## src/rtl/fetch_pc_gen_pkg.sv

```systemverilog
// fetch_pc_gen shared definitions: reset/exception vectors, bus widths,
// fetch FSM encoding and a word-alignment helper.
package fetch_pc_gen_pkg;

  localparam logic [31:0] RESET_PC       = 32'hBFC00000;
  localparam logic [31:0] EXC_ENTER_ADDR = 32'hBFC00380;

  localparam int EXC_BUS_W   = 33;  // {exc_valid, exc_pc}
  localparam int JBR_BUS_W   = 33;  // {br_taken, br_target}
  localparam int IF_ID_BUS_W = 65;  // {fetch_error, pc, inst}

  // S_HALT is only entered when the address check feature is built in.
  typedef enum logic [1:0] {
    S_REQ     = 2'd0,
    S_WAIT    = 2'd1,
    S_DISCARD = 2'd2,
    S_HALT    = 2'd3
  } fetch_state_t;

  function automatic logic [31:0] word_addr(input logic [31:0] addr);
    return {addr[31:2], 2'b00};
  endfunction

endpackage

```

## src/rtl/fetch_pc_gen_if.sv

```systemverilog
// fetch_pc_gen_if: instruction-memory request bus plus the IF->ID slot bus.
// master = fetch unit, slave = memory / decode side.
interface fetch_pc_gen_if;

  logic        inst_req;
  logic [31:0] inst_addr;
  logic        inst_addr_ok;
  logic        inst_data_ok;
  logic [31:0] inst_rdata;

  logic        IF_valid;
  logic        ID_allowin;
  logic [31:0] IF_pc;
  logic [31:0] IF_inst;
  logic        IF_fetch_error;

  modport master (
    output inst_req, inst_addr,
    input  inst_addr_ok, inst_data_ok, inst_rdata,
    output IF_valid, IF_pc, IF_inst, IF_fetch_error,
    input  ID_allowin
  );

  modport slave (
    input  inst_req, inst_addr,
    output inst_addr_ok, inst_data_ok, inst_rdata,
    input  IF_valid, IF_pc, IF_inst, IF_fetch_error,
    output ID_allowin
  );

endinterface

```

## src/rtl/fetch_slot_buf.sv

```systemverilog
// fetch_slot_buf: single-entry IF output register with valid/allowin
// handshake and an exception flush.
module fetch_slot_buf
  import fetch_pc_gen_pkg::*;
(
  input  logic                   clk,
  input  logic                   reset,
  input  logic                   fill,
  input  logic [IF_ID_BUS_W-1:0] fill_data,
  input  logic                   flush,
  input  logic                   allowin,
  output logic                   valid,
  output logic [IF_ID_BUS_W-1:0] data
);

  // Occupancy: flush beats fill, fill beats consumption by ID.
  always_ff @(posedge clk or posedge reset) begin
    if (reset)               valid <= 1'b0;
    else if (flush)          valid <= 1'b0;
    else if (fill)           valid <= 1'b1;
    else if (valid && allowin) valid <= 1'b0;
  end

  // Payload only moves on a fill, so a stalled slot stays stable.
  always_ff @(posedge clk or posedge reset) begin
    if (reset)              data <= '0;
    else if (fill && !flush) data <= fill_data;
  end

endmodule

```

## src/rtl/fetch_pc_gen.sv

```systemverilog
// fetch_pc_gen: PC generator and single-outstanding instruction fetch.
// Optional build macro FETCH_ADDR_CHECK_EN: a misaligned pc_r raises an
// address-error slot instead of a memory request.
module fetch_pc_gen #(
  parameter logic [31:0] RESET_PC = fetch_pc_gen_pkg::RESET_PC
) (
  input  logic                                  clk,
  input  logic                                  reset,
  input  logic [fetch_pc_gen_pkg::EXC_BUS_W-1:0] exc_bus,
  input  logic [fetch_pc_gen_pkg::JBR_BUS_W-1:0] jbr_bus,
  fetch_pc_gen_if.master                        fi
);
  import fetch_pc_gen_pkg::*;

  logic                   exc_valid, br_taken;
  logic [31:0]            exc_pc, br_target;
  fetch_state_t           state;
  logic                   armed;
  logic [31:0]            pc_r, req_pc, redirect_pc;
  logic                   redirect_pend;
  logic                   slot_valid, slot_free, br_now, can_issue;
  logic                   pc_misaligned, data_fill, err_fill;
  logic [IF_ID_BUS_W-1:0] fill_data, slot_data;
  logic [31:0]            next_pc;

  assign {exc_valid, exc_pc}   = exc_bus;
  assign {br_taken, br_target} = jbr_bus;

  // A request may only start if its result will have somewhere to land.
  assign slot_free = !slot_valid || fi.ID_allowin;
  // Branch seen in REQ with the delay slot already in the slot: pc_r is
  // past the delay slot, so retarget now rather than fetch pc_r.
  assign br_now    = br_taken && slot_valid;

`ifdef FETCH_ADDR_CHECK_EN
  assign pc_misaligned = (pc_r[1:0] != 2'b00);
`else
  assign pc_misaligned = 1'b0;
`endif

  assign can_issue    = armed && (state == S_REQ) && slot_free && !exc_valid && !br_now;
  assign fi.inst_req  = can_issue && !pc_misaligned;
  assign fi.inst_addr = word_addr(pc_r);

  // Killed data (same-cycle exception) never reaches the slot.
  assign data_fill = (state == S_WAIT) && fi.inst_data_ok && !exc_valid;
  assign err_fill  = can_issue && pc_misaligned;
  assign fill_data = err_fill ? {1'b1, pc_r, 32'd0} : {1'b0, req_pc, fi.inst_rdata};

  // Sequential successor after a returned instruction (delay slot aware).
  assign next_pc = br_taken      ? br_target   :
                   redirect_pend ? redirect_pc :
                                   pc_r + 32'd4;

  // Fetch FSM: pc tracking, pending branch, outstanding-request bookkeeping.
  always_ff @(posedge clk or posedge reset) begin
    if (reset) begin
      state         <= S_REQ;
      armed         <= 1'b0;
      pc_r          <= RESET_PC;
      req_pc        <= '0;
      redirect_pend <= 1'b0;
      redirect_pc   <= '0;
    end else begin
      armed <= 1'b1;
      case (state)
        S_REQ: begin
          if (exc_valid) begin
            pc_r          <= exc_pc;
            redirect_pend <= 1'b0;
          end else begin
            if (br_taken) begin
              if (slot_valid) begin
                pc_r          <= br_target;
                redirect_pend <= 1'b0;
              end else begin
                redirect_pend <= 1'b1;
                redirect_pc   <= br_target;
              end
            end
            if (fi.inst_req && fi.inst_addr_ok) begin
              req_pc <= pc_r;
              state  <= S_WAIT;
            end
            if (err_fill) state <= S_HALT;
          end
        end
        S_WAIT: begin
          if (exc_valid) begin
            pc_r          <= exc_pc;
            redirect_pend <= 1'b0;
            state         <= fi.inst_data_ok ? S_REQ : S_DISCARD;
          end else if (fi.inst_data_ok) begin
            pc_r          <= next_pc;
            redirect_pend <= 1'b0;
            state         <= S_REQ;
          end else if (br_taken) begin
            redirect_pend <= 1'b1;
            redirect_pc   <= br_target;
          end
        end
        S_DISCARD: begin
          if (exc_valid)       pc_r  <= exc_pc;
          if (fi.inst_data_ok) state <= S_REQ;
        end
        S_HALT: begin
          if (exc_valid) begin
            pc_r          <= exc_pc;
            redirect_pend <= 1'b0;
            state         <= S_REQ;
          end else if (br_taken) begin
            pc_r  <= br_target;
            state <= S_REQ;
          end
        end
        default: state <= S_REQ;
      endcase
    end
  end

  fetch_slot_buf u_slot (
    .clk       (clk),
    .reset     (reset),
    .fill      (data_fill || err_fill),
    .fill_data (fill_data),
    .flush     (exc_valid),
    .allowin   (fi.ID_allowin),
    .valid     (slot_valid),
    .data      (slot_data)
  );

  assign fi.IF_valid       = slot_valid;
  assign fi.IF_fetch_error = slot_data[64];
  assign fi.IF_pc          = slot_data[63:32];
  assign fi.IF_inst        = slot_data[31:0];

endmodule

```

## src/flat_wrapper.sv

```systemverilog
// flat-port wrapper written by rule: the top's interface ports become plain ports
module fetch_pc_gen_flat import fetch_pc_gen_pkg::*;
#(
  parameter logic [31:0] RESET_PC = fetch_pc_gen_pkg::RESET_PC
)
  (clk, reset, exc_bus, jbr_bus, fi_inst_req, fi_inst_addr, fi_inst_addr_ok, fi_inst_data_ok, fi_inst_rdata, fi_IF_valid, fi_IF_pc, fi_IF_inst, fi_IF_fetch_error, fi_ID_allowin);
  fetch_pc_gen_if fi_i ();
  input  logic clk;
  input  logic reset;
  input  logic [fetch_pc_gen_pkg::EXC_BUS_W-1:0] exc_bus;
  input  logic [fetch_pc_gen_pkg::JBR_BUS_W-1:0] jbr_bus;
  output wire logic [$bits(fi_i.inst_req)-1:0] fi_inst_req;
  output wire logic [$bits(fi_i.inst_addr)-1:0] fi_inst_addr;
  input wire logic [$bits(fi_i.inst_addr_ok)-1:0] fi_inst_addr_ok;
  input wire logic [$bits(fi_i.inst_data_ok)-1:0] fi_inst_data_ok;
  input wire logic [$bits(fi_i.inst_rdata)-1:0] fi_inst_rdata;
  output wire logic [$bits(fi_i.IF_valid)-1:0] fi_IF_valid;
  output wire logic [$bits(fi_i.IF_pc)-1:0] fi_IF_pc;
  output wire logic [$bits(fi_i.IF_inst)-1:0] fi_IF_inst;
  output wire logic [$bits(fi_i.IF_fetch_error)-1:0] fi_IF_fetch_error;
  input wire logic [$bits(fi_i.ID_allowin)-1:0] fi_ID_allowin;
  assign fi_inst_req = fi_i.inst_req;
  assign fi_inst_addr = fi_i.inst_addr;
  assign fi_i.inst_addr_ok = fi_inst_addr_ok;
  assign fi_i.inst_data_ok = fi_inst_data_ok;
  assign fi_i.inst_rdata = fi_inst_rdata;
  assign fi_IF_valid = fi_i.IF_valid;
  assign fi_IF_pc = fi_i.IF_pc;
  assign fi_IF_inst = fi_i.IF_inst;
  assign fi_IF_fetch_error = fi_i.IF_fetch_error;
  assign fi_i.ID_allowin = fi_ID_allowin;
  fetch_pc_gen #(.RESET_PC(RESET_PC)) u_core (.clk(clk), .reset(reset), .exc_bus(exc_bus), .jbr_bus(jbr_bus), .fi(fi_i));
endmodule
```

## config.mk

```make
export PLATFORM = sky130hd
export DESIGN_NAME = fetch_pc_gen_flat
export DESIGN_NICKNAME = d
export VERILOG_FILES = /design/src/rtl/fetch_pc_gen_pkg.sv /design/src/rtl/fetch_pc_gen_if.sv /design/src/rtl/fetch_slot_buf.sv /design/src/rtl/fetch_pc_gen.sv /design/src/flat_wrapper.sv
export SDC_FILE = /design/constraint.sdc
export NUM_CORES = 1
export LEC_CHECK = 0
export BUFFER_PORTS_ARGS = -buffer_cell sky130_fd_sc_hd__buf_2
export CORE_MARGIN = 1
export CORE_UTILIZATION = 47
export DETAILED_ROUTE_END_ITERATION = 6
export PLACE_DENSITY = 0.74
export SLEW_MARGIN = 20
export SYNTH_ARGS = -nofsm -noshare
export SYNTH_HDL_FRONTEND = slang
export SYNTH_SLANG_ARGS = --single-unit
```

## constraint.sdc

```tcl
create_clock -name clk -period 4.1 [get_ports clk]
set_input_delay 0 -clock clk [delete_from_list [all_inputs] [get_ports clk]]
set_output_delay 0 -clock clk [all_outputs]
set_load 0.01 [all_outputs]
```

==> impl_metrics.yaml, run 1 <==
status:
  outcome: "complete, no violations"
flow_run:
  cap_violations: 0
synthesis:
  netlist.top_cell.by_area: "dfrtp_1"
  synth-edff-count: 0
  syn_area_sq_mm: 0.00903
  seq_area_frac_synth: 0.458
  synth_seq_cells: 165
  synth_warnings: 0
  synth.area.top_cells: "dfrtp_1 (43%), mux2_2 (13%), nand2_1 (6.7%)"
  synth-async-reset-ratio: 1.00
  ys_types: 69
  post_synth.cell_area_avg_sq_um: 9.84
  synth_cells: 918
  synth_top_area_frac: 0.432
  synthFlopType: "dfrtp_1"
timing:
  maxSlewHeadroom: 0.378
  hold_viol: 0
  grt_setup_unrepaired: "no"
  setup_viol: 0
  hold-worst-slack_ns: 0.0378
  slew_viol_final: 0
  worst_pin_slew_ns: 0.933
  period_needed_ns: 2.65
  post-route-period-util: 0.646
  fin_skew_ns: 0.0112
  fmaxAchievable_mhz: 377
  fin_tns_setup_ns: 0
global_route:
  antenna_found_initial: 0
  grt.total_usage: 0.276
  met3_usage: 0.0550
  overflow: 0
  grt_pass1_vias: 8001
  grt_pass1_wl_um: 42500
  use_met1: 0.364
  gr-max-usage-layer: "met2"
  grt.met2_usage: 0.452
  grt_max_degree: 166
die:
  start_util: 0.481
  ioPinCount: 202
  rows: 50
  coreArea_sq_mm: 0.0188
  die_h_um: 141
  die_width_um: 141
  die-area_sq_mm: 0.0198
clocking:
  clockBufferDepth: 2
  clkSlewWorstSetupHoldPaths_ns: 0.07
  cts_buffers: 17
  cts_tree: "yes"
  clock-sinks: 165
  htree_levels: 4
  clockRootBuffer: "clkbuf_16"
  clk_latency_ns: 0.43
power_and_ir_drop:
  peakVddDrop_mv: 0.441
  fin_total_pwr_w: 0.00870
  power.density_mw_per_mm2: 755
  p_leak_nw: 5.19
place:
  gp_congestion: 0.909
  place_hpwl_um: 16800
  port_buffers: 198
route:
  wl_um: 26700
  drc: 0
  dr.pass1.iters: 6
  vias: 8224
  drt-initial-drc-count: 738
  wl_per_cell_um: 19.1
  ant_nets: 0
  vias_per_cell: 5.90
layout:
  final_cell_mix: "buf_2 (198), nand2_1 (161), dfrtp_1 (156)"
  area_growth_pct: 27.5
  multi_input_area_sq_mm: 0.00437
  drive_above_1_share: 0.322
  layout.nets: 1258
  antennaDiodeCount: 0
  fillers: 1536
  seqCellArea_sq_mm: 0.00414
  final_common_cell: "buf_2"
worst_hold_path:
  hold_path_depth: 4
  min_from: "exc_bus[12]"
  min_to: "u_core.pc_r[12]"
  min_path_type: "in2reg"
critical_path:
  crit_path_top_delay_cell: "nand2_4"
  rr_endpoint: "u_core.u_slot.data[53]"
  critPathArrivalTime_ns: 2.96
  path_class: "reg2reg"
  reg2regPathDepth: 6
  r2r_slack_ns: 1.45
  cpPeakStageDelay_ns: 0.54
  cp-end-kind: "flip-flop"
  path_cells: "inv_1 -> ha_1 -> buf_4 -> nor2b_1 -> nand2_4 -> mux2_2"
  worstPathMaxFanout: 65
  r2r-start: "u_core.state[1]"
  required_ns: 4.41
  start_kind: "flip-flop"
  cp-startpoint: "u_core.state[1]"
-- sequential cells by signal, summed over array words and instances, names as in the netlist --
| signal | cells |
|---|---|
| u_core.armed | 1 |
| u_core.redirect_pc | 32 |
| u_core.u_slot.data | 64 |
| u_core.state | 2 |
| u_core.pc_r | 32 |
| u_core.req_pc | 32 |
| u_core.redirect_pend | 1 |
| u_core.u_slot.valid | 1 |
-- through the flow --
step                std cells  utilization  worst slack [ns]  instance area, sq um
floorplan                 920            -              1.77                  9050
global placement         1271        0.533              1.55                 10000
detailed placement       1271        0.533              1.49                 10000
CTS                      1394        0.614              1.45                 11500
global route             1394        0.614              1.23                 11500
finish                   1394        0.614              1.45                 11500
-- per-layer routing --
| layer | share of wire | wire, um |
|---|---|---|
| met4 | 0.023 | 606 |
| met1 | 0.42 | 11300 |
| met5 | 0 | 0 |
| met2 | 0.48 | 12800 |
| met3 | 0.073 | 1950 |
-- cell usage after synthesis, drive strengths merged (8+ instances only) --
| master | instances |
|---|---|
| o21ai | 34 |
| buf | 45 |
| nand2 | 162 |
| nor3 | 8 |
| a211oi | 13 |
| o211ai | 12 |
| o31ai | 12 |
| nand2b | 11 |
| o31a | 8 |
| nor2 | 30 |
| nand4 | 10 |
| inv | 16 |
| nor2b | 11 |
| and2 | 9 |
| nand3 | 26 |
| dfrtp | 156 |
| dfstp | 9 |
| a31oi | 17 |
| mux2 | 102 |
| a21oi | 26 |
| mux2i | 17 |
| nor4 | 9 |
| clkbuf | 53 |
| nor3b | 10 |
-- layout make-up --
class	instances	share of cell area
multi-input cells	641	0.379
flip-flops and latches	165	0.359
repair buffers	307	0.178
inverters	16	0.00554
clock buffers	17	0.0369
well taps	234	0.0254
clock inverters	14	0.0152
-- timing repair --
action / CTS / global route
buffers inserted: 0 / 0
hold buffers: 92 / 0
endpoints found under the hold margin: 247 / 0
resized for setup: 0 / 0
-- cell families after synthesis --
kind of cell | count (synthesis) | share of synthesized area
simple gates | 313 | 0.165
compound gates | 189 | 0.150
flops | 165 | 0.458
mux | 119 | 0.146
buf+inv | 114 | 0.0619
xor+xnor | 9 | 0.00873
fa+ha+maj | 7 | 0.00969
other cells | 2 | 0.000831
-- where the power goes --
part	switching, W	internal, W	leakage, nW	total, W
logic	0.00210	0.00174	2.91	0.00384
registers	0.000699	0.00248	1.99	0.00318
clock network	0.000711	0.000965	0.292	0.00168
total	0.00351	0.00519	5.19	0.00870
-- worst max-delay path, delay by kind of cell, from the launching register on --
kind	cells	cell delay, ns
AND/OR/NAND/NOR	2	0.86
flip-flops	1	0.43
adder cells (fa/ha/maj)	1	0.17
buffers and inverters	2	0.52
multiplexers	1	0.49
-- worst max path at each step --
stage	end	slack, ns
3_5_place_dp	u_core.u_slot.data[24]	1.49
3_3_place_gp	u_core.pc_r[28]	1.55
4_1_cts	u_core.u_slot.data[31]	1.45
2_1_floorplan	u_core.pc_r[28]	1.77
5_1_grt	u_core.pc_r[7]	1.23
6_report	u_core.u_slot.data[53]	1.45
No activity file was read; power rests on OpenSTA's default activity.
==> inputs of run 2 (changes only) <==
--- a/config.mk
+++ b/config.mk
@@ -9,7 +9,7 @@
 export CORE_MARGIN = 1
 export CORE_UTILIZATION = 47
 export DETAILED_ROUTE_END_ITERATION = 6
-export PLACE_DENSITY = 0.74
+export PLACE_DENSITY = 0.71
 export SLEW_MARGIN = 20
 export SYNTH_ARGS = -nofsm -noshare
 export SYNTH_HDL_FRONTEND = slang
==> constraint.sdc (replaced) <==
create_clock -name clk -period 2.75 [get_ports clk]
set_input_delay 0 -clock clk [delete_from_list [all_inputs] [get_ports clk]]
set_output_delay 0 -clock clk [all_outputs]
set_load 0.01 [all_outputs]
==> run 2 against run 1 <==
  * Hold slack lost 0.021 ns
  * Non-clock buffer count is 24 higher
  * Clock skew down 0.0015 ns
  * Clock power rose by 33%
  * Final cell count rose by 1.8%
  * Critical path type unchanged
  * Critical endpoint is now u_core.pc_r[19]
  * Largest power group unchanged
==> impl_metrics.yaml, run 2 (synthesis gave the netlist of run 1 again) <==
status:
  outcome: "complete, no violations"
route:
  drt-initial-drc-count: 553
  vias: 8262
  ant_nets: 0
  wl_per_cell_um: 19.5
  wl_um: 27700
  drc: 0
  dr.pass1.iters: 7
  vias_per_cell: 5.82
clocking:
  cts_buffers: 17
  clock-sinks: 165
  htree_levels: 4
  clockRootBuffer: "clkbuf_16"
  cts_tree: "yes"
  clk_latency_ns: 0.44
  clkSlewWorstSetupHoldPaths_ns: 0.07
  clockBufferDepth: 2
  cts_setup_buffers: 0
timing:
  fmaxAchievable_mhz: 392
  hold_viol: 0
  setup_slack_ns: 0.200
  setup_viol: 0
  post-route-period-util: 0.927
  maxSlewHeadroom: 0.345
  worst_pin_slew_ns: 0.979
  period_needed_ns: 2.55
  fin_tns_setup_ns: 0
  grt_setup_unrepaired: "no"
  slew_viol_final: 0
  hold-worst-slack_ns: 0.0171
  fin_skew_ns: 0.00973
place:
  place_area_sq_mm: 0.0102
  dp_slack_ns: 0.232
  gp_congestion: 0.903
  place_hpwl_um: 18400
  placed_cells: 1296
  port_buffers: 198
layout:
  layout.nets: 1282
  top_register: "u_core.u_slot.data"
  final_cell_mix: "buf_2 (198), nand2_1 (161), dfrtp_1 (156)"
  final_common_cell: "buf_2"
  largest_reg_flops: 64
  fin_cells: 1419
  antennaDiodeCount: 0
  fin_area_sq_mm: 0.0117
  area_growth_pct: 29.4
  drive_above_1_share: 0.337
critical_path:
  cp-end-kind: "flip-flop"
  path_cells: "nand4_4 -> or4_1 -> or4_1 -> a21oi_1 -> o221a_2"
  r2r_slack_ns: 0.20
  cpPeakStageDelay_ns: 0.83
  worstPathMaxFanout: 15
  cp-startpoint: "u_core.pc_r[5]"
  crit_path_top_delay_cell: "or4_1"
  cp_common_cell: "or4_1"
  start_kind: "flip-flop"
  path_class: "reg2reg"
  critPathArrivalTime_ns: 2.93
  required_ns: 3.13
  r2r-start: "u_core.pc_r[5]"
die:
  die_h_um: 141
  die_width_um: 141
  die-area_sq_mm: 0.0198
  coreArea_sq_mm: 0.0188
  ioPinCount: 202
  rows: 50
  start_util: 0.481
global_route:
  grt_pass1_wl_um: 44600
  grt.total_usage: 0.291
  grt_max_degree: 66
  overflow: 0
  grt_pass1_vias: 8227
  antenna_found_initial: 0
worst_hold_path:
  min_path_type: "in2reg"
  min_from: "exc_bus[31]"
flow_run:
  cap_violations: 0
power_and_ir_drop:
  p_leak_nw: 5.30
  peakVddDrop_mv: 0.548
  power.density_mw_per_mm2: 1110
==> run 2: what timing repair did <==
action                                 4_1_cts  5_1_grt
endpoints found under the hold margin      112        0
hold buffers                                91        0
gates resized for setup                      0        0
==> run 2: power breakdown <==
group / total [W] / switching (W) / internal (W)
Combinational: 0.00603 / 0.00325 / 0.00278
Sequential: 0.00473 / 0.00102 / 0.00370
Clock: 0.00224 / 0.00105 / 0.00119
==> run 2: per-layer routing <==
layer | part of all wire | global-route usage
met3 | 0.063 | 0.0459
met5 | 0 | 0
met2 | 0.48 | 0.473
met4 | 0.026 | 0.121
met1 | 0.43 | 0.389
==> run 2: worst paths after layout <==
path,to,depth (start not counted)
setup / recovery,u_core.pc_r[19],5
setup reg to reg,u_core.pc_r[19],5
max in group asynchronous,u_core.pc_r[22],4
min in group asynchronous,u_core.u_slot.data[59],3
hold reg to reg,u_core.redirect_pc[12],2
hold / removal,u_core.pc_r[31],5
==> run 2: final cells by class <==
type / count / area, sq um
clock inverter: 13 / 98.8
clock buffer: 19 / 443
timing repair buffer: 331 / 2280
tap: 234 / 293
sequential: 165 / 4140
fill: 1556 / 7080
multi-input combinational: 641 / 4370
inverter: 16 / 63.8
==> run 2: critical path: cells and delay by family, from the launching register on <==
family,cells,cell delay (ns)
compound gates,2,0.37
simple gates,3,1.59
flops,1,0.52
==> run 2: per-stage QoR <==
| step | power [W] | util |
|---|---|---|
| floorplan | 0.00856 | - |
| global placement | 0.0104 | 0.545 |
| detailed placement | 0.0106 | 0.545 |
| CTS | 0.0129 | 0.623 |
| global route | 0.0138 | 0.623 |
| finish | 0.0130 | 0.623 |
